===== src/rtl/hazard_pkg.sv =====
// Shared defaults and producer-latency constants for the hazard scoreboard.
package hazard_pkg;

    localparam int unsigned REG_W_DEF = 5;
    localparam int unsigned LAT_W_DEF = 3;

    localparam int unsigned LAT_ALU  = 1;
    localparam int unsigned LAT_LOAD = 2;
    localparam int unsigned LAT_HILO = 1;
    localparam int unsigned LAT_CP0  = 2;

endpackage


===== src/rtl/hazard_sb_cnt.sv =====
// One per-register "cycles until forwardable" counter: clear, load, decrement or hold.
module hazard_sb_cnt
    import hazard_pkg::*;
#(
    parameter int unsigned LAT_W = LAT_W_DEF
) (
    input  logic             clk,
    input  logic             rst,
    input  logic             clr_i,
    input  logic             adv_i,
    input  logic             load_i,
    input  logic [LAT_W-1:0] load_val_i,
    output logic [LAT_W-1:0] cnt_o
);

    logic [LAT_W-1:0] cnt_d;
    logic [LAT_W-1:0] cnt_q;

    // Clear beats load; load replaces this cycle's decrement.
    always_comb begin
        cnt_d = cnt_q;
        if (clr_i) begin
            cnt_d = '0;
        end else if (load_i) begin
            cnt_d = load_val_i;
        end else if (adv_i && (cnt_q != '0)) begin
            cnt_d = cnt_q - LAT_W'(1);
        end
    end

    always_ff @(posedge clk) begin
        if (rst) begin
            cnt_q <= '0;
        end else begin
            cnt_q <= cnt_d;
        end
    end

    assign cnt_o = cnt_q;

endmodule


===== src/rtl/hazard_scoreboard.sv =====
// Latency-counting register scoreboard producing pipeline stall/flush controls.
// Optional cycle counters are built when HAZARD_PERF_EN is defined.
module hazard_scoreboard
    import hazard_pkg::*;
#(
    parameter int unsigned REG_W    = REG_W_DEF,
    parameter int unsigned LAT_W    = LAT_W_DEF,
    parameter int unsigned NUM_REGS = 2 ** REG_W
) (
    input  logic                clk,
    input  logic                rst,
    input  logic [REG_W-1:0]    rs_d,
    input  logic [REG_W-1:0]    rt_d,
    input  logic                rs_use_d,
    input  logic                rt_use_d,
    input  logic                early_d,
    input  logic                issue_d,
    input  logic                wen_d,
    input  logic [REG_W-1:0]    dst_d,
    input  logic [LAT_W-1:0]    lat_d,
    input  logic                i_stall,
    input  logic                d_stall,
    input  logic                long_busy_e,
    input  logic                flush_req_m,
    output logic                stall_f,
    output logic                stall_d,
    output logic                stall_e,
    output logic                stall_m,
    output logic                stall_w,
    output logic                flush_d,
    output logic                flush_e,
    output logic                flush_m,
    output logic                flush_w,
    output logic                all_stall,
    output logic [NUM_REGS-1:0] busy_vec
`ifdef HAZARD_PERF_EN
    ,
    output logic [31:0]         perf_hz_cycles,
    output logic [31:0]         perf_frz_cycles
`endif
);

    logic [LAT_W-1:0] cnt [NUM_REGS];
    logic [LAT_W-1:0] cnt_rs;
    logic [LAT_W-1:0] cnt_rt;
    logic [LAT_W-1:0] cnt_dst;
    logic             raw_haz;
    logic             waw_haz;
    logic             hz_stall;
    logic             advance;
    logic             issue_ev;

    // r0 is hardwired zero, so it never holds a pending result.
    assign cnt[0] = '0;

    for (genvar r = 1; r < NUM_REGS; r++) begin : g_cnt
        hazard_sb_cnt #(
            .LAT_W      (LAT_W)
        ) u_cnt (
            .clk        (clk),
            .rst        (rst),
            .clr_i      (flush_req_m),
            .adv_i      (advance),
            .load_i     (issue_ev && (dst_d == REG_W'(r))),
            .load_val_i (lat_d),
            .cnt_o      (cnt[r])
        );
    end

    // Early (D-stage compare) consumers cannot use the E-stage forward path.
    always_comb begin
        cnt_rs   = cnt[rs_d];
        cnt_rt   = cnt[rt_d];
        cnt_dst  = cnt[dst_d];
        all_stall = i_stall | d_stall | long_busy_e;
        raw_haz  = (rs_use_d && ((cnt_rs > LAT_W'(1)) || ((cnt_rs != '0) && early_d)))
                || (rt_use_d && ((cnt_rt > LAT_W'(1)) || ((cnt_rt != '0) && early_d)));
        waw_haz  = issue_d && wen_d && (dst_d != '0) && (cnt_dst > lat_d);
        hz_stall = issue_d && (raw_haz || waw_haz) && !flush_req_m;
        advance  = !all_stall;
        issue_ev = advance && issue_d && !hz_stall && wen_d && (dst_d != '0);
        stall_f  = all_stall | hz_stall;
        stall_d  = all_stall | hz_stall;
        stall_e  = all_stall;
        stall_m  = all_stall;
        stall_w  = all_stall;
        flush_d  = flush_req_m;
        flush_e  = (hz_stall && !all_stall) || flush_req_m;
        flush_m  = flush_req_m;
        flush_w  = flush_req_m;
    end

    always_comb begin
        busy_vec = '0;
        for (int r = 0; r < NUM_REGS; r++) begin
            busy_vec[r] = (cnt[r] != '0);
        end
    end

`ifdef HAZARD_PERF_EN
    logic [31:0] perf_hz_d;
    logic [31:0] perf_hz_q;
    logic [31:0] perf_frz_d;
    logic [31:0] perf_frz_q;

    always_comb begin
        perf_hz_d  = perf_hz_q + 32'(hz_stall && !all_stall);
        perf_frz_d = perf_frz_q + 32'(all_stall);
    end

    always_ff @(posedge clk) begin
        if (rst) begin
            perf_hz_q  <= '0;
            perf_frz_q <= '0;
        end else begin
            perf_hz_q  <= perf_hz_d;
            perf_frz_q <= perf_frz_d;
        end
    end

    assign perf_hz_cycles  = perf_hz_q;
    assign perf_frz_cycles = perf_frz_q;
`endif

endmodule


===== config.mk =====
export PLATFORM = sky130hd
export DESIGN_NAME = hazard_scoreboard
export DESIGN_NICKNAME = d
export VERILOG_FILES = /design/src/rtl/hazard_pkg.sv /design/src/rtl/hazard_sb_cnt.sv /design/src/rtl/hazard_scoreboard.sv
export SDC_FILE = /design/constraint.sdc
export NUM_CORES = 1
export LEC_CHECK = 0
export CAP_MARGIN = 30
export CORE_MARGIN = 5
export CORE_UTILIZATION = 44
export DETAILED_ROUTE_END_ITERATION = 10
export PLACE_DENSITY = 0.7
export SYNTH_ARGS = -nofsm -noshare
export SYNTH_HDL_FRONTEND = slang
export SYNTH_SLANG_ARGS = --single-unit
export TNS_END_PERCENT = 20

===== constraint.sdc =====
create_clock -name clk -period 4.8 [get_ports clk]
set_input_delay 0.72 -clock clk [delete_from_list [all_inputs] [get_ports clk]]
set_output_delay 0.72 -clock clk [all_outputs]
set_load 0.03 [all_outputs]

==> results.yml <==
die:
  die_width_microns: 149
  dieArea_sq_um: 22300
  rows: 51
  io_pins: 71
  die_y_microns: 149
  start_util: 0.443
  fp.coreArea_sq_um: 19300
placement:
  dp_hpwl_mm: 19.8
  port_buffers: 69
  placed_cell_area_sq_um: 9780
  post-place-cells: 1319
  place_congestion: 0.963
setup_path:
  cp_num_buf_inv: 6
  crit_path_start_kind: "primary input"
  cp_cell_sequence: "buf_4, bufbuf_16, buf_4, mux4_2, mux4_2, mux2_4, ha_4, a31oi_1, o41ai_1, nor2_1, a211o_1, o31a_1, nor2_2, buf_4, clkinvlp_4, buf_4"
  crit_path_end: "stall_d"
  slowest_delay_ns: 0.50
  r2r_setup_slack_ns: 0.99
  crit_path_frequent_cell: "buf_4"
  endpoint_kind: "output pin"
  cp.required_ns: 4.08
  crit_type: "primary input to output pin"
  crit_start: "dst_d[1]"
  crit_family: "multiplexers"
  crit_arrival_ns: 3.99
  ff2ff_path_depth: 14
  timing.rr.start: "g_cnt[31].u_cnt.cnt_o[2]"
  critical-path-slowest-cell: "mux4_2"
  reg2reg_to: "g_cnt[6].u_cnt.cnt_o[0]"
  worstSetupPathDepth: 16
  path_max_fanout: 6
power_and_ir_drop:
  p_int_w: 0.00126
  p_seq_frac: 0.445
  combPwrFrac: 0.163
  powerDensity_nw_per_um2: 171
  swShare: 0.275
  switchingPower_w: 0.000477
  p_clk_frac: 0.392
  leakagePower_nw: 3.99
  peakVddDrop_mv: 0.129
timing:
  rsz0062_at_grt: "true"
  skew_ns: 0.00334
  setup_violations: 0
  period_minus_slack_ns: 4.71
  slew_viol_final: 0
  tightest_slew_ns: 1.12
  slew_headroom: 0.250
  fmax_ghz: 0.212
  finalCritPeriodShare: 0.982
  finalHoldViolations: 0
clocking:
  cts-root-buf: "clkbuf_16"
  cts_tree: "yes"
  clkTransAtPathRegs_ns: 0.06
  cts_buffers: 9
  cts_max_level: 3
  clockBufferDepth: 2
  cts.sinks: 93
  clk_latency_ns: 0.36
logic_synthesis:
  syn-num-nets: 1089
  synth_ff_type: "dfxtp_1"
  synth_compound_area_frac: 0.132
  yosys_warnings: 0
  yosys.area_share.simple: 0.212
  async_flop_share: 0
  synth-xor-area-share: 0.0430
  synth-edff-count: 0
  synth_top_family_by_area: "multiplexers"
  synth-seq-cells: 93
  synthDistinctLibCells: 62
  muxShareOfSynthArea: 0.219
  yosysSeqAreaShare: 0.217
  synth_adder_area_share: 0.0950
  synth_cells: 995
  netlist_area_sq_um: 8560
  synth_area_per_cell_sq_um: 8.60
final_layout:
  finish.net_count: 1163
  most-common-layout-cells: "129 x nand2_1, 93 x dfxtp_1, 84 x inv_1"
  layout.cells.non_filler: 1339
  utilization: 0.526
  drive_gt1_frac: 0.160
  fillerInstances: 1767
  final_common_cell: "nand2_1"
  syn2layout_area_growth_pct: 18.8
  diodes: 0
  finish.instance_area_sq_um: 10200
  largest_register_ffs: 93
min_path:
  hold_class: "flop to flop"
detailed_routing:
  viasPerCell: 5.93
  vias: 7946
  antenna_left: 0
  drt_iter0_drc: 845
  drtPass1Iterations: 6
  drc: 0
  wl_per_cell_microns: 19.9
  routed_wl_mm: 26.6
flow_run:
  drv_cap: 0
grt:
  grt_pass1_vias: 7668
  grt_max_degree: 80
  antenna_found_initial: 0
  grt_first_pass_wirelength_mm: 42.0
  gr-total-overflow: 0
  grtUsageTotal: 0.239
outcome:
  status: "finished, final reports clean"
## kinds of logic after synthesis
| kind of cell | Yosys count |
|---|---|
| AOI/OAI and AO/OA | 171 |
| xor gates and xnor gates | 42 |
| adders and majority gates | 65 |
| buffers and inverters | 155 |
| DFF | 93 |
| muxes | 130 |
| other | 1 |
| and+or+nand+nor | 338 |
## cell usage after synthesis, types with 11 or more instances
| library cell | instances | area, sq um |
|---|---|---|
| a211oi_1 | 14 | 105 |
| a21oi_1 | 49 | 245 |
| a31oi_1 | 11 | 68.8 |
| and2_1 | 27 | 169 |
| clkbuf_1 | 40 | 150 |
| dfxtp_1 | 93 | 1860 |
| ha_1 | 65 | 813 |
| inv_1 | 85 | 319 |
| mux2i_1 | 80 | 801 |
| mux4_2 | 45 | 1010 |
| nand2_1 | 129 | 484 |
| nand2b_1 | 25 | 156 |
| nand3_1 | 12 | 60.1 |
| nor2_1 | 35 | 131 |
| nor3_1 | 63 | 315 |
| o211ai_1 | 30 | 225 |
| o21ai_0 | 29 | 145 |
| xnor2_1 | 42 | 368 |
## tightest hold or removal path, stage by stage, from the launching register on
cell      delay (ns)
dfxtp_1         0.32
o211ai_1        0.17
mux2i_1         0.07
## metal layers
layer	global-route usage	share of wire
met1	0.329	0.43
met2	0.366	0.44
met3	0.0569	0.10
met4	0.0911	0.037
met5	0	0
## stage by stage
stage	hold slack [ns]	TNS, ns	setup slack, ns	total power, W
2_1_floorplan	0.542	0	0.00821	0.000951
3_3_place_gp	0.593	-2.14	-0.772	0.00106
3_5_place_dp	0.597	-2.26	-0.812	0.00106
4_1_cts	0.608	0	0.0137	0.00173
5_1_grt	0.653	-0.0482	-0.0249	0.00179
6_report	0.608	0	0.0877	0.00174
## cell type report
| cell class | instances | area [sq um] | share of cell area |
|---|---|---|---|
| well taps | 265 | 332 | 0.0326 |
| clock inverters | 5 | 25.0 | 0.00246 |
| inverters | 85 | 323 | 0.0317 |
| multi-input cells | 747 | 6050 | 0.594 |
| flip-flops and latches | 93 | 1860 | 0.183 |
| clock buffers | 11 | 253 | 0.0248 |
| repair buffers | 133 | 1330 | 0.131 |
## power groups by stage
| stage | clock network [W] | registers (W) | logic [W] |
|---|---|---|---|
| final | 0.000681 | 0.000772 | 0.000283 |
| after global routing | 0.000720 | 0.000771 | 0.000297 |
| after CTS | 0.000686 | 0.000772 | 0.000274 |
| after detailed placement | 0 | 0.000789 | 0.000268 |
| after global placement | 0 | 0.000789 | 0.000266 |
| after floorplan | 0 | 0.000789 | 0.000161 |
## worst min path at each step
stage                                    end                startpoint  depth (start not counted)  slack [ns]
global placement    g_cnt[15].u_cnt.cnt_o[1]  g_cnt[15].u_cnt.cnt_o[1]                          2        0.59
global route         g_cnt[7].u_cnt.cnt_o[1]   g_cnt[7].u_cnt.cnt_o[1]                          2        0.65
finish              g_cnt[15].u_cnt.cnt_o[1]  g_cnt[15].u_cnt.cnt_o[1]                          2        0.61
CTS                 g_cnt[15].u_cnt.cnt_o[1]  g_cnt[15].u_cnt.cnt_o[1]                          2        0.61
detailed placement  g_cnt[15].u_cnt.cnt_o[1]  g_cnt[15].u_cnt.cnt_o[1]                          2        0.60
floorplan           g_cnt[23].u_cnt.cnt_o[2]  g_cnt[23].u_cnt.cnt_o[2]                          2        0.54
## timing repair
action,4_1_cts,5_1_grt
setup buffers,1,1
hold buffers,0,0
resized for setup,23,8
setup endpoints to repair,3,3
pin swaps,4,3
gates cloned,1,0
(Power assumes the default switching activity.)
